<file path="src/rtl/knock_timer_ctrl_pkg.sv">
// Shared state encoding and timing constants for the knock-operated countdown timer.
// All durations are in 1 kHz clock cycles.
package knock_timer_ctrl_pkg;

    typedef enum logic [1:0] {
        StIdle     = 2'd0,
        StArmed    = 2'd1,
        StRinging  = 2'd2,
        StCooldown = 2'd3
    } state_e;

    localparam int unsigned DEB_CYC   = 20;
    localparam int unsigned LOCK_CYC  = 200;
    localparam int unsigned BEEP_CYC  = 250;
    localparam int unsigned RING_CYC  = 10000;
    localparam int unsigned COOL_CYC  = 1000;
    localparam int unsigned MAX_KNOCK = 19;

endpackage

</file>
<file path="src/rtl/knock_debounce.sv">
// Synchronises and debounces the raw knock sensor, then applies a post-accept lockout.
// accept_o is a one-cycle pulse per qualified knock that falls outside the lockout window.
module knock_debounce
    import knock_timer_ctrl_pkg::*;
(
    input  logic clk_i,
    input  logic rst_ni,
    input  logic knock_raw_i,
    output logic accept_o
);

    logic [1:0] sync_q;
    logic [4:0] deb_cnt_q, deb_cnt_d;
    logic       pressed_q, pressed_d;
    logic [7:0] lock_q, lock_d;
    logic       detect;
    logic       knock_low;

    assign knock_low = ~sync_q[1];

    always_comb begin
        deb_cnt_d = deb_cnt_q;
        pressed_d = pressed_q;
        detect    = 1'b0;
        // Counter tracks low cycles while released, high cycles while pressed.
        if (!pressed_q) begin
            if (!knock_low) begin
                deb_cnt_d = '0;
            end else if (deb_cnt_q == 5'(DEB_CYC - 1)) begin
                detect    = 1'b1;
                pressed_d = 1'b1;
                deb_cnt_d = '0;
            end else begin
                deb_cnt_d = deb_cnt_q + 5'd1;
            end
        end else begin
            if (knock_low) begin
                deb_cnt_d = '0;
            end else if (deb_cnt_q == 5'(DEB_CYC - 1)) begin
                pressed_d = 1'b0;
                deb_cnt_d = '0;
            end else begin
                deb_cnt_d = deb_cnt_q + 5'd1;
            end
        end

        accept_o = detect && (lock_q == '0);
        if (accept_o) begin
            lock_d = 8'(LOCK_CYC);
        end else if (lock_q != '0) begin
            lock_d = lock_q - 8'd1;
        end else begin
            lock_d = lock_q;
        end
    end

    always_ff @(posedge clk_i or negedge rst_ni) begin
        if (!rst_ni) begin
            sync_q    <= 2'b11;
            deb_cnt_q <= '0;
            pressed_q <= 1'b0;
            lock_q    <= '0;
        end else begin
            sync_q    <= {sync_q[0], knock_raw_i};
            deb_cnt_q <= deb_cnt_d;
            pressed_q <= pressed_d;
            lock_q    <= lock_d;
        end
    end

endmodule

</file>
<file path="src/rtl/knock_timer_ctrl.sv">
// Knock-operated countdown timer controller: arms on a knock, forwards knocks to the timer,
// rings on expiry with a 250/250 beep pattern, then cools down before accepting knocks again.
module knock_timer_ctrl
    import knock_timer_ctrl_pkg::*;
(
    input  logic       CLK1K,
    input  logic       RSTN,
    input  logic       KNOCK_RAW,
    input  logic       CANCEL,
    input  logic       ALARM,
    output logic       KNOCK,
    output logic       TMR_CLR_N,
    output logic       BUZZ,
    output logic [1:0] STATE
);

    logic accept;

    knock_debounce u_debounce (
        .clk_i       (CLK1K),
        .rst_ni      (RSTN),
        .knock_raw_i (KNOCK_RAW),
        .accept_o    (accept)
    );

    state_e      state_q, state_d;
    logic [4:0]  fwd_cnt_q, fwd_cnt_d;
    logic [13:0] timer_q, timer_d;
    logic [7:0]  beep_q, beep_d;
    logic        phase_q, phase_d;
    logic        knock_n_q, knock_n_d;
    logic        hold_q, hold_d;
    logic        clr_n_q, clr_n_d;
    logic        fwd;

    always_comb begin
        state_d = state_q;
        fwd     = 1'b0;
        clr_n_d = 1'b1;
        case (state_q)
            StIdle: begin
                if (accept) begin
                    state_d = StArmed;
                    fwd     = 1'b1;
                end
            end
            StArmed: begin
                // Cancel wins over alarm, alarm over knock; losers are dropped.
                if (CANCEL) begin
                    clr_n_d = 1'b0;
                    state_d = StIdle;
                end else if (ALARM) begin
                    state_d = StRinging;
                end else if (accept && (fwd_cnt_q < 5'(MAX_KNOCK))) begin
                    fwd = 1'b1;
                end
            end
            StRinging: begin
                if (CANCEL || accept || (timer_q == 14'(RING_CYC - 1))) begin
                    state_d = StCooldown;
                end
            end
            StCooldown: begin
                if (timer_q == 14'(COOL_CYC - 1)) begin
                    state_d = StIdle;
                end
            end
            default: state_d = StIdle;
        endcase

        if ((state_d == StIdle) && (state_q != StIdle)) begin
            fwd_cnt_d = '0;
        end else if (fwd) begin
            fwd_cnt_d = fwd_cnt_q + 5'd1;
        end else begin
            fwd_cnt_d = fwd_cnt_q;
        end

        if ((state_d != state_q) || ((state_q != StRinging) && (state_q != StCooldown))) begin
            timer_d = '0;
        end else begin
            timer_d = timer_q + 14'd1;
        end

        // Beep phase is held at zero outside ringing so the first ringing cycle sounds.
        beep_d  = '0;
        phase_d = 1'b0;
        if (state_q == StRinging) begin
            if (beep_q == 8'(BEEP_CYC - 1)) begin
                phase_d = ~phase_q;
            end else begin
                beep_d  = beep_q + 8'd1;
                phase_d = phase_q;
            end
        end

        knock_n_d = ~(fwd | hold_q);
        hold_d    = fwd;
    end

    always_ff @(posedge CLK1K or negedge RSTN) begin
        if (!RSTN) begin
            state_q   <= StIdle;
            fwd_cnt_q <= '0;
            timer_q   <= '0;
            beep_q    <= '0;
            phase_q   <= 1'b0;
            knock_n_q <= 1'b1;
            hold_q    <= 1'b0;
            clr_n_q   <= 1'b1;
        end else begin
            state_q   <= state_d;
            fwd_cnt_q <= fwd_cnt_d;
            timer_q   <= timer_d;
            beep_q    <= beep_d;
            phase_q   <= phase_d;
            knock_n_q <= knock_n_d;
            hold_q    <= hold_d;
            clr_n_q   <= clr_n_d;
        end
    end

    assign KNOCK     = knock_n_q;
    assign TMR_CLR_N = clr_n_q;
    assign BUZZ      = (state_q == StRinging) && !phase_q;
    assign STATE     = state_q;

endmodule

</file>
<file path="config.mk">
export PLATFORM = sky130hd
export DESIGN_NAME = knock_timer_ctrl
export DESIGN_NICKNAME = d
export VERILOG_FILES = /design/src/rtl/knock_timer_ctrl_pkg.sv /design/src/rtl/knock_debounce.sv /design/src/rtl/knock_timer_ctrl.sv
export SDC_FILE = /design/constraint.sdc
export NUM_CORES = 1
export LEC_CHECK = 0
export ABC_AREA = 1
export ABC_CLOCK_PERIOD_IN_PS = 1820
export BUFFER_PORTS_ARGS = -buffer_cell sky130_fd_sc_hd__buf_2
export CELL_PAD_IN_SITES_DETAIL_PLACEMENT = 1
export CELL_PAD_IN_SITES_GLOBAL_PLACEMENT = 1
export CORE_MARGIN = 4
export CORE_UTILIZATION = 37
export DETAILED_ROUTE_END_ITERATION = 6
export GPL_ROUTABILITY_DRIVEN = 0
export PLACE_DENSITY_LB_ADDON = 0.2
export SLEW_MARGIN = 5
export SYNTH_ARGS = -nofsm -noshare
export SYNTH_HDL_FRONTEND = slang
export SYNTH_SLANG_ARGS = --single-unit
export TNS_END_PERCENT = 30
</file>
<file path="constraint.sdc">
create_clock -name CLK1K -period 1.82 [get_ports CLK1K]
set_input_delay 0.091 -clock CLK1K [delete_from_list [all_inputs] [get_ports CLK1K]]
set_output_delay 0.091 -clock CLK1K [all_outputs]
set_load 0.005 [all_outputs]
</file>
# After elaboration in Yosys (flattened, before gate mapping)
# Cells that the tools add are included.
# Widths: inputs -> output; s select.
[classes]
n_reduce_logical = 16
addsub = 5
n_lt_le_gt_ge = 1
div_mod_pow = 0
bitwise_logic = 3
shifts = 0
eq_ne = 11
n_mux = 32
n_mul = 0
[op_table]
columns = ["operator", "count"]
rows = [
  ["$mux 8", 4],
  ["$mux 5", 6],
  ["$add 14x1->14 const B", 1],
  ["$eq 14x10->1 const B", 1],
  ["$eq 14x14->1 const B", 1],
  ["$mux 1", 14],
  ["$mux 14", 1],
  ["$add 5x1->5 const B", 2],
  ["$mux 2", 5],
  ["$add 8x1->8 const B", 1],
  ["$eq 8x8->1 const B", 1],
  ["$logic_not 8->1", 1],
  ["$pmux 2 s4", 1],
  ["$reduce_bool 8->1", 1],
  ["$sub 8x1->8 const B", 1],
  ["$reduce_bool 2->1", 3],
  ["$eq 5x5->1 const B", 1],
  ["$logic_and 1x1->1", 5],
  ["$lt 5x5->1 const B", 1],
  ["$eq 2x2->1 const B", 2],
  ["$logic_not 2->1", 2],
  ["$ne 2x2->1 const B", 2],
  ["$logic_or 1x1->1", 3],
  ["$eq 2x1->1 const B", 1],
  ["6 further kinds", 7],
]
[word_totals]
input_bits = 5
word_cells = 80
latch_bits = 0
rom_bits = 0
register_bits = 49
mem_count = 0
ramBits = 0

# Logic depth before layout (Yosys ltp)
# Gate-level depths: netlist of run 1.
[depth]
word_depth = 12
depth_mapped = 13
mapped_depth_nobuf = 13

# Hierarchy
# Synthesis of run 1 repeated with hierarchy kept, for this count alone.
[unflattened]
hier_cells = 296
area_unflattened_um2 = 2558.7
[modules_own_cells]
columns = ["module", "area_per_inst_um2", "cells_per_inst", "instances", "seq_area_each_um2"]
rows = [
  ["knock_timer_ctrl", 1740.4, 204, 1, 828.3],
  ["knock_debounce", 818.3, 92, 1, 402.9],
]

# Least setup slack after synthesis of run 1
# Ideal clock, no wire load.
[synth_path]
kind = "reg2reg"
start = "register u_debounce.deb_cnt_q[0]"
end = "register u_debounce.lock_q[7]"
arrival_ps = 1427
slack_ps = 275
required_time_ps = 1702
path_stages_with_launch = 11
n_path_buf = 0
setup_time_ps = 118
path_cell_list = "dfrtp_1 -> ha_1 -> nand2_1 -> inv_1 -> nand2_1 -> nor2_2 -> nand2_2 -> inv_1 -> or2_2 -> a21oi_1 -> inv_1"
[synth_between]
elab_chain_len = 6
elab_cells_between_ends = 7
classes_between = "eq/ne: 1; mux: 4; reduce/logical: 2"
[synth_lines]
columns = ["item", "line_no", "source"]
rows = [
  ["from (decl)", "knock_debounce.sv:13", "logic [4:0] deb_cnt_q, deb_cnt_d;"],
  ["from (signal assigned)", "knock_debounce.sv:65", "deb_cnt_q <= deb_cnt_d;"],
  ["$eq 5x5->1 *", "knock_debounce.sv:29", "end else if (deb_cnt_q == 5'(DEB_CYC - 1)) begin"],
  ["$mux 1 *", "knock_debounce.sv:29", ""],
  ["$mux 1 *", "knock_debounce.sv:27", "if (!knock_low) begin"],
  ["$mux 1 *", "knock_debounce.sv:26", "if (!pressed_q) begin"],
  ["$logic_and 1x1->1 *", "knock_debounce.sv:47", "accept_o = detect && (lock_q == '0);"],
  ["$mux 8 or $reduce_bool 2->1 (tied branches)", "-", ""],
  ["to (signal assigned)", "knock_debounce.sv:67", "lock_q <= lock_d;"],
  ["to (decl)", "knock_debounce.sv:15", "logic [7:0] lock_q, lock_d;"],
]
# Every way passes the cells marked *; elsewhere a longest branch is shown, timed or not.
# A chain may end at the register's enable or synchronous reset.

# Final worst setup path of run 1
[layout_path]
start = "register timer_q[0]"
end = "register timer_q[12]"
[layout_between]
elab_chain_len = 7
elab_cells_between_ends = 10
classes_between = "add/sub: 1; eq/ne: 3; mux: 4; reduce/logical: 2"
[layout_lines]
columns = ["item", "line_no", "source"]
rows = [
  ["from (decl)", "knock_timer_ctrl.sv:28", "logic [13:0] timer_q, timer_d;"],
  ["from (signal assigned)", "knock_timer_ctrl.sv:114", "timer_q <= timer_d;"],
  ["$eq 14x14->1", "knock_timer_ctrl.sv:59", "if (CANCEL || accept || (timer_q == 14'(RING_CYC - 1))) begin"],
  ["$logic_or 1x1->1", "knock_timer_ctrl.sv:59", ""],
  ["$mux 2", "knock_timer_ctrl.sv:59", ""],
  ["$pmux 2 s4", "knock_timer_ctrl.sv:40", "case (state_q)"],
  ["$ne 2x2->1", "knock_timer_ctrl.sv:79", "if ((state_d != state_q) || ((state_q != StRinging) && (state_q != StCooldown))) begin"],
  ["$logic_or 1x1->1", "knock_timer_ctrl.sv:79", ""],
  ["$mux 14 *", "knock_timer_ctrl.sv:79", ""],
  ["net timer_d[12]", "knock_timer_ctrl.sv:28", ""],
]
# Mark *: on every way through the listed nets, which the timed path passes. The rest lies on a longest branch.

==> summary.txt, run 1 <==
Run status
  • Outcome: finished clean

Flow run
  • Max-cap viol count: 0

STA
  • Max-slew headroom: 0.5438
  • RSZ-0062 raised after global routing: true
  • Final number of setup-violating endpoints: 0
  • Actual slew at the worst max-slew pin: 0.6844 ns
  • Tcrit/Tclk final: 0.9319
  • Hold Fails Final Rpt: 0
  • Max Clk Rate: 589.6 MHz
  • PnR worst setup slack: 0.1239 ns
  • Minimum clock period: 1.696 ns
  • Final setup TNS: 0 ns
  • Setup Skew: 0.005105 ns
  • Fin. max-slew vios: 0

Critical path
  • Worst Path Arrival: 1.92 ns
  • Reg2reg start: timer_q[0]$_DFF_PN0_
  • Setup crit start: timer_q[0]$_DFF_PN0_
  • Setup CP Type: register to register
  • Endpoint class of the critical path: register
  • Crit start category: register
  • CP max FO: 3
  • Data required time of the critical path: 2.05 ns

Clocking
  • Worst skew pair latency: 0.30 ns
  • Total CTS buffers: 5
  • H-Tree Depth: 2
  • Number of clock sinks: 49
  • CTS tree: yes
  • Clock Tree Root: clkbuf_8
  • CTS max path bufs: 2
  • Worst-path clk slew: 0.09 ns

Detailed routing
  • Routed wire length: 5160 um
  • Vias per cell: 4.840
  • Drt wl/cell: 13.10 um
  • DRT Pass-1 Iters: 4
  • Routed vias: 1907
  • Final ANT Viol Nets: 0
  • Remaining DRCs: 0
  • Initial DRC count: 49

Power
  • Pleak: 1.380 nW
  • Switching power: 1.196 mW
  • Share of power burned in combinational logic: 0.344
  • Register share of total power: 0.455
  • Sw Ratio: 0.3749
  • Clock power share: 0.200
  • Peak supply drop: 468.6 uV
  • Cell internal pwr: 1.994 mW
  • PD cells: 1087 mW/mm2

Placed design
  • Pre-CTS worst setup slack: 0.04215 ns
  • Hpwl dp: 3842 um
  • Placed cell count: 376
  • Port Buf Inserts: 9
  • DP Area: 0.002706 mm2

Finish
  • Share of layout cells above drive strength 1: 0.2681
  • Number of fill cells: 780
  • NumNets Final: 329
  • Finished Cell Area: 0.002935 mm2
  • Final std cells w/o fill: 394
  • Antenna cells: 0
  • Most frequent cells in the layout: dfrtp_1, nand2_1, nor2_1
  • Utilization after layout: 0.4519
  • Area grow syn2layout: 15.74%

Synth
  • #FFs+latches synth: 49
  • Syn_area_per_cell: 8.868 um2
  • Syn_nets: 298
  • Post-synthesis sequential area ratio: 0.4854
  • Ys Warns: 0
  • Yosys cell types: 35
  • Post-synthesis cell area: 0.002536 mm2
  • Gate Count Post-Synth: 286

Floorplan
  • IO Count: 10
  • Die area: 0.008243 mm2
  • Chip width: 90.79 um
  • Die H: 90.79 um
  • Core area: 0.006495 mm2
  • Row cnt: 29
  • Starting Density: 0.3905

Min path
  • Hold Path Class: primary input to register
  • Min-delay src: ALARM

Global route
  • Vias in the first global route: 1994
  • First-pass GRT wire length: 9121 um
  • Largest net degree at the start of global routing: 30
  • Antenna violations before repair: 0
  • Grt total ovfl: 0
  • GR Util All Layers: 0.1335
## critical path, cell delays in order, from the launching register on
cell and delay [ns]:
dfrtp_1 0.38, ha_2 0.20, nand2_2 0.08, nor2_4 0.12
buf_4 0.11, nand2_1 0.08, nor2_4 0.13, nand2_2 0.08
nor2_2 0.10, inv_1 0.06, o21bai_1 0.12, nand2_1 0.07
a21oi_2 0.10
## worst paths after layout
check / endpoint / slack [ns] / cells after the start
max in group asynchronous: u_debounce.lock_q[5]$_DFFE_PN0P_ / 0.83 / 3
setup / recovery: timer_q[12]$_DFF_PN0_ / 0.12 / 12
hold reg to reg: u_debounce.sync_q[1]$_DFF_PN1_ / 0.36 / 0
setup reg to reg: timer_q[12]$_DFF_PN0_ / 0.12 / 12
hold / removal: STATE[1]$_DFF_PN0_ / 0.17 / 5
min in group asynchronous: u_debounce.deb_cnt_q[2]$_DFF_PN0_ / 0.37 / 2
## through the flow
stage / hold slack, ns / power, mW
3_5_place_dp: 0.1735 / 2.490
5_1_grt: 0.2055 / 3.476
2_1_floorplan: -0.2046 / 2.200
3_3_place_gp: 0.1776 / 2.454
6_report: 0.1696 / 3.190
4_1_cts: 0.2168 / 3.152
## layer usage
layer | global-route usage | share of wire | up-vias
li1 | - | - | 970
met1 | 0.1796 | 0.50 | 921
met2 | 0.2187 | 0.47 | 10
met3 | 0.02833 | 0.021 | 6
met4 | 0.03392 | 0.010 | 0
met5 | 0 | 0 | -
## layout make-up
class	count	area (um2)	share of cell area
tap	77	96.34	0.03282
sequential	49	1231	0.4194
multi-input combinational	199	1210	0.4122
timing repair buffer	25	172.7	0.05882
inverter	37	138.9	0.04731
clock buffer	7	86.33	0.02941
## power by group through the flow
stage	clock network (mW)	logic, mW	registers [mW]
2_1_floorplan	0	0.754	1.45
3_3_place_gp	0	0.993	1.46
3_5_place_dp	0	1.02	1.47
4_1_cts	0.673	1.03	1.45
5_1_grt	0.722	1.27	1.49
6_report	0.639	1.10	1.45
## timing repair
action	CTS	global route
hold buffers	3	0
endpoints found under the hold margin	25	0
setup endpoints to repair	0	20
resized for setup	0	20
buffers inserted	0	7
## synth_stat cells, drive strengths merged
cell type  number  area share
dfrtp          45        0.44
nand3          19       0.044
xnor2           7       0.024
nor3b           1      0.0030
a31oi           1      0.0025
dfstp           4       0.041
or2             4      0.0099
inv            37       0.055
o21bai          2      0.0059
nor4            1      0.0025
nor2           48       0.087
a22oi           1      0.0030
xor2           11       0.038
o22ai           1      0.0025
buf             2      0.0064
nor3            6       0.012
a21oi          18       0.050
ha              7       0.035
nand4           5       0.012
o21ai           7       0.015
a21boi          3       0.013
nand2          53       0.084
o21a            1      0.0030
nand3b          2      0.0059
## kinds of logic (layout without fill, tap and decap cells)
| group | count (synthesis) | in the layout | synth area share |
|---|---|---|---|
| xor gates and xnor gates | 18 | 18 | 0.06216 |
| buffers and inverters | 39 | 69 | 0.06117 |
| DFF | 49 | 49 | 0.4854 |
| AOI/OAI and AO/OA | 34 | 34 | 0.09571 |
| adders and majority gates | 7 | 7 | 0.03453 |
| and+or+nand+nor | 139 | 140 | 0.2610 |
## sequential cells by signal (all words and copies together), names as in the netlist, named ones only
| register | count |
|---|---|
| timer_q | 14 |
| u_debounce.lock_q | 8 |
| fwd_cnt_q | 5 |
| phase_q | 1 |
| TMR_CLR_N | 1 |
| u_debounce.sync_q | 2 |
| hold_q | 1 |
| u_debounce.deb_cnt_q | 5 |
| KNOCK | 1 |
| beep_q | 8 |
| STATE | 2 |
Note: power is estimated with default switching activity, not from simulation.
==> run 2, diff against run 1 <==
--- a/config.mk
+++ b/config.mk
@@ -15,6 +15,7 @@
 export DETAILED_ROUTE_END_ITERATION = 6
 export GPL_ROUTABILITY_DRIVEN = 0
 export PLACE_DENSITY_LB_ADDON = 0.2
+export SETUP_SLACK_MARGIN = 0.2
 export SLEW_MARGIN = 5
 export SYNTH_ARGS = -nofsm -noshare
 export SYNTH_HDL_FRONTEND = slang
==> summary.txt, run 2 (synthesized netlist as in run 1, its figures left out) <==
Floorplan
  • Row cnt: 29 (unchanged)
  • Core area: 0.006495 mm2 (unchanged)
  • IO Count: 10 (unchanged)
  • Die H: 90.79 um (unchanged)
  • Die area: 0.008243 mm2 (unchanged)
  • Starting Density: 0.3905 (unchanged)
  • Chip width: 90.79 um (unchanged)

STA
  • Setup Skew: 0.004770 ns (was 0.005105 ns)
  • Max Clk Rate: 613.2 MHz (was 589.6 MHz)
  • Final number of setup-violating endpoints: 0 (unchanged)
  • RSZ-0062 raised after global routing: true (unchanged)
  • Final setup TNS: 0 ns (unchanged)
  • Actual slew at the worst max-slew pin: 0.6954 ns (was 0.6844 ns)
  • Tcrit/Tclk final: 0.8961 (was 0.9319)
  • Minimum clock period: 1.631 ns (was 1.696 ns)
  • Fin. max-slew vios: 0 (unchanged)
  • Max-slew headroom: 0.5364 (was 0.5438)
  • Hold Fails Final Rpt: 0 (unchanged)

Power
  • Cell internal pwr: 2.095 mW (was 1.994 mW)
  • Pleak: 1.497 nW (was 1.380 nW)
  • Peak supply drop: 500.5 uV (was 468.6 uV)
  • Clock power share: 0.190 (was 0.200)
  • Tot Pwr: 3.385 mW (was 3.190 mW)
  • PD cells: 1078 mW/mm2 (was 1087 mW/mm2)
  • Register share of total power: 0.432 (was 0.455)
  • Switching power: 1.290 mW (was 1.196 mW)
  • Sw Ratio: 0.3810 (was 0.3749)
  • Share of power burned in combinational logic: 0.378 (was 0.344)

Finish
  • Top Registers: timer_q (14), beep_q (8), u_debounce.lock_q (8) (unchanged)
  • Most frequent cells in the layout: dfrtp_1, nand2_1, nor2_1 (unchanged)
  • Number of fill cells: 783 (was 780)
  • Antenna cells: 0 (unchanged)
  • Area grow syn2layout: 23.83% (was 15.74%)
  • NumNets Final: 344 (was 329)
  • Share of layout cells above drive strength 1: 0.3373 (was 0.2681)
  • Top reg by flops: timer_q (unchanged)
  • Max FFs per register: 14 (unchanged)
  • Most common cell after layout, fill and taps aside: dfrtp_1
  • Utilization after layout: 0.4835 (was 0.4519)

Global route
  • Largest net degree at the start of global routing: 30 (unchanged)
  • First-pass GRT wire length: 9453 um (was 9121 um)
  • Vias in the first global route: 2046 (was 1994)
  • GR Util All Layers: 0.1384 (was 0.1335)
  • Grt total ovfl: 0 (unchanged)
  • Antenna violations before repair: 0 (unchanged)

Detailed routing
  • Initial DRC count: 52 (was 49)
  • Remaining DRCs: 0 (unchanged)
  • Drt wl/cell: 13.59 um (was 13.10 um)
  • Final ANT Viol Nets: 0 (unchanged)
  • DRT Pass-1 Iters: 4 (unchanged)
  • Routed vias: 2000 (was 1907)
  • Vias per cell: 4.890 (was 4.840)
  • Routed wire length: 5560 um (was 5160 um)

Critical path
  • CP max-delay cell: dfrtp_1 (unchanged)
  • FF-to-FF path depth: 10 (was 12)
  • Endpoint class of the critical path: register (unchanged)
  • Buf/Inv on CP: 1 (was 2)
  • Setup crit start: u_debounce.lock_q[0]$_DFFE_PN0P_ (was timer_q[0]$_DFF_PN0_)
  • Reg2reg start: u_debounce.lock_q[0]$_DFFE_PN0P_ (was timer_q[0]$_DFF_PN0_)
  • Setup CP Type: register to register (unchanged)
  • CP max stage delay: 0.40 ns (was 0.38 ns)
  • Delay-heaviest family, CP: simple AND/OR/NAND/NOR gates (unchanged)
  • Reg2Reg Setup Slack: 0.19 ns (was 0.12 ns)
  • WP depth: 10 (was 12)
  • Crit start category: register (unchanged)
  • CP Capture Point: fwd_cnt_q[3]$_DFFE_PN0P_ (was timer_q[12]$_DFF_PN0_)
  • Worst Path Arrival: 1.82 ns (was 1.92 ns)
  • Reg-to-Reg End: fwd_cnt_q[3]$_DFFE_PN0P_ (was timer_q[12]$_DFF_PN0_)
  • CP Cell Sequence: inv_2 > ha_4 > nand2_2 > nor2_4 > nand2_4 > nor2_4 > nand2_2 > nor2_2 > xor2_1 > nor2_1 (was ha_2 > nand2_2 > nor2_4 > buf_4 > nand2_1 > nor2_4 > nand2_2 > nor2_2 > inv_1 > o21bai_1 > nand2_1 > a21oi_2)
  • Data required time of the critical path: 2.01 ns (was 2.05 ns)
  • CP max FO: 4 (was 3)

Flow run
  • Max-cap viol count: 0 (unchanged)

Clocking
  • H-Tree Depth: 2 (unchanged)
  • CTS max path bufs: 2 (unchanged)
  • Clock Tree Root: clkbuf_8 (unchanged)
  • Number of clock sinks: 49 (unchanged)
  • Worst skew pair latency: 0.30 ns (about the same)
  • Total CTS buffers: 5 (unchanged)
  • Worst-path clk slew: 0.08 ns (was 0.09 ns)
  • CTS tree: yes (unchanged)

Placed design
  • Hpwl dp: 3842 um (unchanged)
  • Port Buf Inserts: 9 (unchanged)

Min path
  • Hold Path Class: primary input to register (unchanged)

Run status
  • Outcome: finished clean (unchanged)
run 2: cell count changes in the layout (fill, tap and decap cells not counted), moves of 2 or more:
cell     previous run  this run
buf_4              13        26
nor2_2             10        12
nand2_4             2         4
nand2_1            45        42
nor2_1             33        29
nor2_4              5         7
run 2: per-stage QoR:
stage / area, um2 / setup WS (ns) / std cells / hold slack (ns)
3_3_place_gp: 2706 / 0.1150 / 376 / 0.1776
4_1_cts: 2958 / 0.1769 / 395 / 0.1742
5_1_grt: 3141 / 0.01927 / 409 / 0.1926
3_5_place_dp: 2706 / 0.04215 / 376 / 0.1735
6_report: 3141 / 0.1892 / 409 / 0.1910
2_1_floorplan: 2536 / 0.2753 / 286 / -0.2046
run 2: final cells by class:
class,count,area (um2),area share
clock buffer,7,86.33,0.02749
inverter,37,141.4,0.04502
multi-input combinational,199,1284,0.4088
sequential,49,1231,0.3920
tap,77,96.34,0.03068
timing repair buffer,40,301.5,0.09602
run 2: metal layers:
| layer | vias up | wire, um | GRT usage |
|---|---|---|---|
| met1 | 971 | 2648 | 0.1864 |
| met3 | 8 | 141 | 0.02833 |
| met4 | 0 | 59 | 0.03392 |
| met5 | - | 0 | 0 |
| li1 | 1001 | - | - |
| met2 | 20 | 2710 | 0.2279 |
run 2: worst min path at each step:
| stage | startpoint | slack, ns | endpoint | depth (start not counted) |
|---|---|---|---|---|
| after floorplan | RSTN | -0.20 | STATE[0]$_DFF_PN0_ | 0 |
| final | ALARM | 0.19 | STATE[1]$_DFF_PN0_ | 5 |
| after detailed placement | RSTN | 0.17 | u_debounce.deb_cnt_q[3]$_DFF_PN0_ | 1 |
| after CTS | ALARM | 0.17 | STATE[1]$_DFF_PN0_ | 5 |
| after global routing | ALARM | 0.19 | STATE[1]$_DFF_PN0_ | 5 |
| after global placement | RSTN | 0.18 | u_debounce.deb_cnt_q[3]$_DFF_PN0_ | 1 |
run 2: power by group through the flow:
stage | clock network (mW) | logic, mW | registers [mW]
after CTS | 0.673 | 1.19 | 1.45
after global routing | 0.722 | 1.44 | 1.50
after detailed placement | 0 | 1.02 | 1.47
after global placement | 0 | 0.993 | 1.46
after floorplan | 0 | 0.754 | 1.45
final | 0.643 | 1.28 | 1.46
run 2: worst min-delay path: stages:
cell	delay, ns
buf_2	0.09
nand3_1	0.07
nand2_1	0.08
o21ai_2	0.07
inv_1	0.05
run 2: what timing repair did:
action / 4_1_cts / 5_1_grt
setup buffers: 8 / 14
endpoints found under the setup margin: 20 / 21
pin swaps: 9 / 15
endpoints found under the hold margin: 25 / 0
cloned: 1 / 0
hold buffers: 3 / 0
resized for setup: 18 / 23
==> run 3, diff against run 2 <==
--- a/config.mk
+++ b/config.mk
@@ -14,7 +14,7 @@
 export CORE_UTILIZATION = 37
 export DETAILED_ROUTE_END_ITERATION = 6
 export GPL_ROUTABILITY_DRIVEN = 0
-export PLACE_DENSITY_LB_ADDON = 0.2
+export PLACE_DENSITY_LB_ADDON = 0.1
 export SETUP_SLACK_MARGIN = 0.2
 export SLEW_MARGIN = 5
 export SYNTH_ARGS = -nofsm -noshare
==> summary.txt, run 3 (synthesized netlist as in run 1, its figures left out) <==
Run status
  • Outcome: finished clean (unchanged)

Critical path
  • Crit start category: register (unchanged)
  • Data required time of the critical path: 2.00 ns (was 2.01 ns)
  • Reg-to-Reg End: timer_q[12]$_DFF_PN0_ (was fwd_cnt_q[3]$_DFFE_PN0P_)
  • CP max FO: 7 (was 4)
  • Endpoint class of the critical path: register (unchanged)
  • CP Capture Point: timer_q[12]$_DFF_PN0_ (was fwd_cnt_q[3]$_DFFE_PN0P_)
  • Setup crit start: timer_q[0]$_DFF_PN0_ (was u_debounce.lock_q[0]$_DFFE_PN0P_)
  • Reg2Reg Setup Slack: 0.17 ns (was 0.19 ns)
  • FF-to-FF path depth: 11 (was 10)
  • Reg2reg start: timer_q[0]$_DFF_PN0_ (was u_debounce.lock_q[0]$_DFFE_PN0P_)
  • Setup CP Type: register to register (unchanged)
  • Worst Path Arrival: 1.84 ns (was 1.82 ns)

Flow run
  • Max-cap viol count: 0 (unchanged)

STA
  • Hold_ws: 0.1869 ns (was 0.1910 ns)
  • Hold Fails Final Rpt: 0 (unchanged)
  • PnR worst setup slack: 0.1661 ns (was 0.1892 ns)
  • Max Clk Rate: 604.6 MHz (was 613.2 MHz)
  • Actual slew at the worst max-slew pin: 0.5424 ns (was 0.6954 ns)
  • Fin. max-slew vios: 0 (unchanged)
  • Final number of setup-violating endpoints: 0 (unchanged)
  • Final setup TNS: 0 ns (unchanged)
  • Tcrit/Tclk final: 0.9087 (was 0.8961)
  • Max-slew headroom: 0.6384 (was 0.5364)
  • RSZ-0062 raised after global routing: true (unchanged)
  • Minimum clock period: 1.654 ns (was 1.631 ns)
  • Setup Skew: 0.01360 ns (was 0.004770 ns)

Clocking
  • Worst-path clk slew: 0.10 ns (was 0.08 ns)
  • Total CTS buffers: 5 (unchanged)
  • Number of clock sinks: 49 (unchanged)
  • Clock Tree Root: clkbuf_8 (unchanged)
  • CTS max path bufs: 2 (unchanged)
  • CTS tree: yes (unchanged)
  • H-Tree Depth: 2 (unchanged)
  • Worst skew pair latency: 0.30 ns (about the same)

Global route
  • Vias in the first global route: 2052 (was 2046)
  • Antenna violations before repair: 0 (unchanged)
  • First-pass GRT wire length: 9632 um (was 9453 um)
  • Gr busiest metal: met2 (unchanged)
  • M2 GR Usage: 0.2384 (was 0.2279)
  • GR Util All Layers: 0.1437 (was 0.1384)
  • GRT met3 Usage: 0.03250 (was 0.02833)
  • Global routing usage on met1: 0.1889 (was 0.1864)
  • Grt total ovfl: 0 (unchanged)
  • Largest net degree at the start of global routing: 28 (was 30)

Detailed routing
  • DRT Pass-1 Iters: 4 (unchanged)
  • Routed wire length: 5569 um (was 5560 um)
  • Drt wl/cell: 13.65 um (was 13.59 um)
  • Final ANT Viol Nets: 0 (unchanged)
  • Routed vias: 1973 (was 2000)
  • Vias per cell: 4.836 (was 4.890)
  • Initial DRC count: 36 (was 52)
  • Remaining DRCs: 0 (unchanged)

Floorplan
  • Starting Density: 0.3905 (unchanged)
  • Die H: 90.79 um (unchanged)
  • Chip width: 90.79 um (unchanged)
  • Die area: 0.008243 mm2 (unchanged)
  • IO Count: 10 (unchanged)
  • Core area: 0.006495 mm2 (unchanged)
  • Row cnt: 29 (unchanged)

Placed design
  • Pre-CTS worst setup slack: 0.04237 ns (was 0.04215 ns)
  • Hpwl dp: 3936 um (was 3842 um)
  • Port Buf Inserts: 9 (unchanged)
  • DP Area: 0.002719 mm2 (was 0.002706 mm2)

Finish
  • Top Registers: timer_q (14), beep_q (8), u_debounce.lock_q (8) (unchanged)
  • Utilization after layout: 0.4768 (was 0.4835)
  • Top reg by flops: timer_q (unchanged)
  • Most common cell after layout, fill and taps aside: dfrtp_1 (unchanged)
  • Most frequent cells in the layout: dfrtp_1, nand2_1, nor2_1 (unchanged)
  • Finished Cell Area: 0.003097 mm2 (was 0.003141 mm2)
  • Share of layout cells above drive strength 1: 0.3202 (was 0.3373)
  • Max FFs per register: 14 (unchanged)
  • Area grow syn2layout: 22.10% (was 23.83%)
  • NumNets Final: 342 (was 344)
  • Antenna cells: 0 (unchanged)

Min path
  • Hold Path Class: primary input to register (unchanged)

Power
  • Pleak: 1.487 nW (was 1.497 nW)
  • Peak supply drop: 492.3 uV (was 500.5 uV)
  • PD cells: 1066 mW/mm2 (was 1078 mW/mm2)
[run 3: cell types whose count changed in the layout (fill, tap and decap cells not counted), moves of 2 or more]
cell and change:
inv_1 +3, nor2_1 +3, a21oi_1 -2, a21oi_2 +2, inv_2 -2, nor2_2 -2
[run 3: routing by layer]
metal | part of all wire | routed length (um)
met5 | 0 | 0
met4 | 0.0077 | 43
met3 | 0.021 | 118
met2 | 0.50 | 2801
met1 | 0.47 | 2606
[run 3: worst max-delay path: stages (launching register included)]
cell and delay (ns):
dfrtp_1 0.37, ha_2 0.21, nand2_4 0.07, nor2_4 0.14
inv_2 0.05, nor2_1 0.10, nand2_1 0.09, nand3_2 0.09
nand2_4 0.07, buf_4 0.16, nand3_4 0.12, a21oi_2 0.07
[run 3: area by class of cell]
class	count	area, um2
clock buffer	8	90.09
fill	785	3398
inverter	37	138.9
multi-input combinational	199	1257
sequential	49	1231
tap	77	96.34
timing repair buffer	38	282.8
[run 3: how the worst min path moves through the flow]
stage	from	end	slack (ns)	depth (start not counted)
floorplan	RSTN	STATE[0]$_DFF_PN0_	-0.20	0
global placement	RSTN	u_debounce.deb_cnt_q[4]$_DFF_PN0_	0.11	1
detailed placement	RSTN	u_debounce.deb_cnt_q[4]$_DFF_PN0_	0.12	1
CTS	ALARM	STATE[1]$_DFF_PN0_	0.18	5
global route	ALARM	STATE[1]$_DFF_PN0_	0.20	5
finish	ALARM	STATE[1]$_DFF_PN0_	0.19	5
[run 3: power by group]
part | leakage (nW) | switching (mW) | internal, mW
Combinational | 0.798 | 0.720 | 0.470
Clock | 0.0455 | 0.352 | 0.311
Sequential | 0.644 | 0.171 | 1.28
Total | 1.49 | 1.24 | 2.06
[run 3: metrics by stage]
step           instances  total power [mW]
3_5_place_dp         376             2.487
4_1_cts              401             3.321
2_1_floorplan        286             2.200
6_report             408             3.302
3_3_place_gp         376             2.459
5_1_grt              408             3.572
[run 3: what timing repair did]
action                                  in CTS  in global routing
gates cloned                                 1                  0
resized for setup                           20                 11
hold buffers                                 3                  0
endpoints found under the setup margin      20                 24
hold endpoints to repair                    22                  0
buffers inserted                            13                  7
pin swaps                                   10                 11
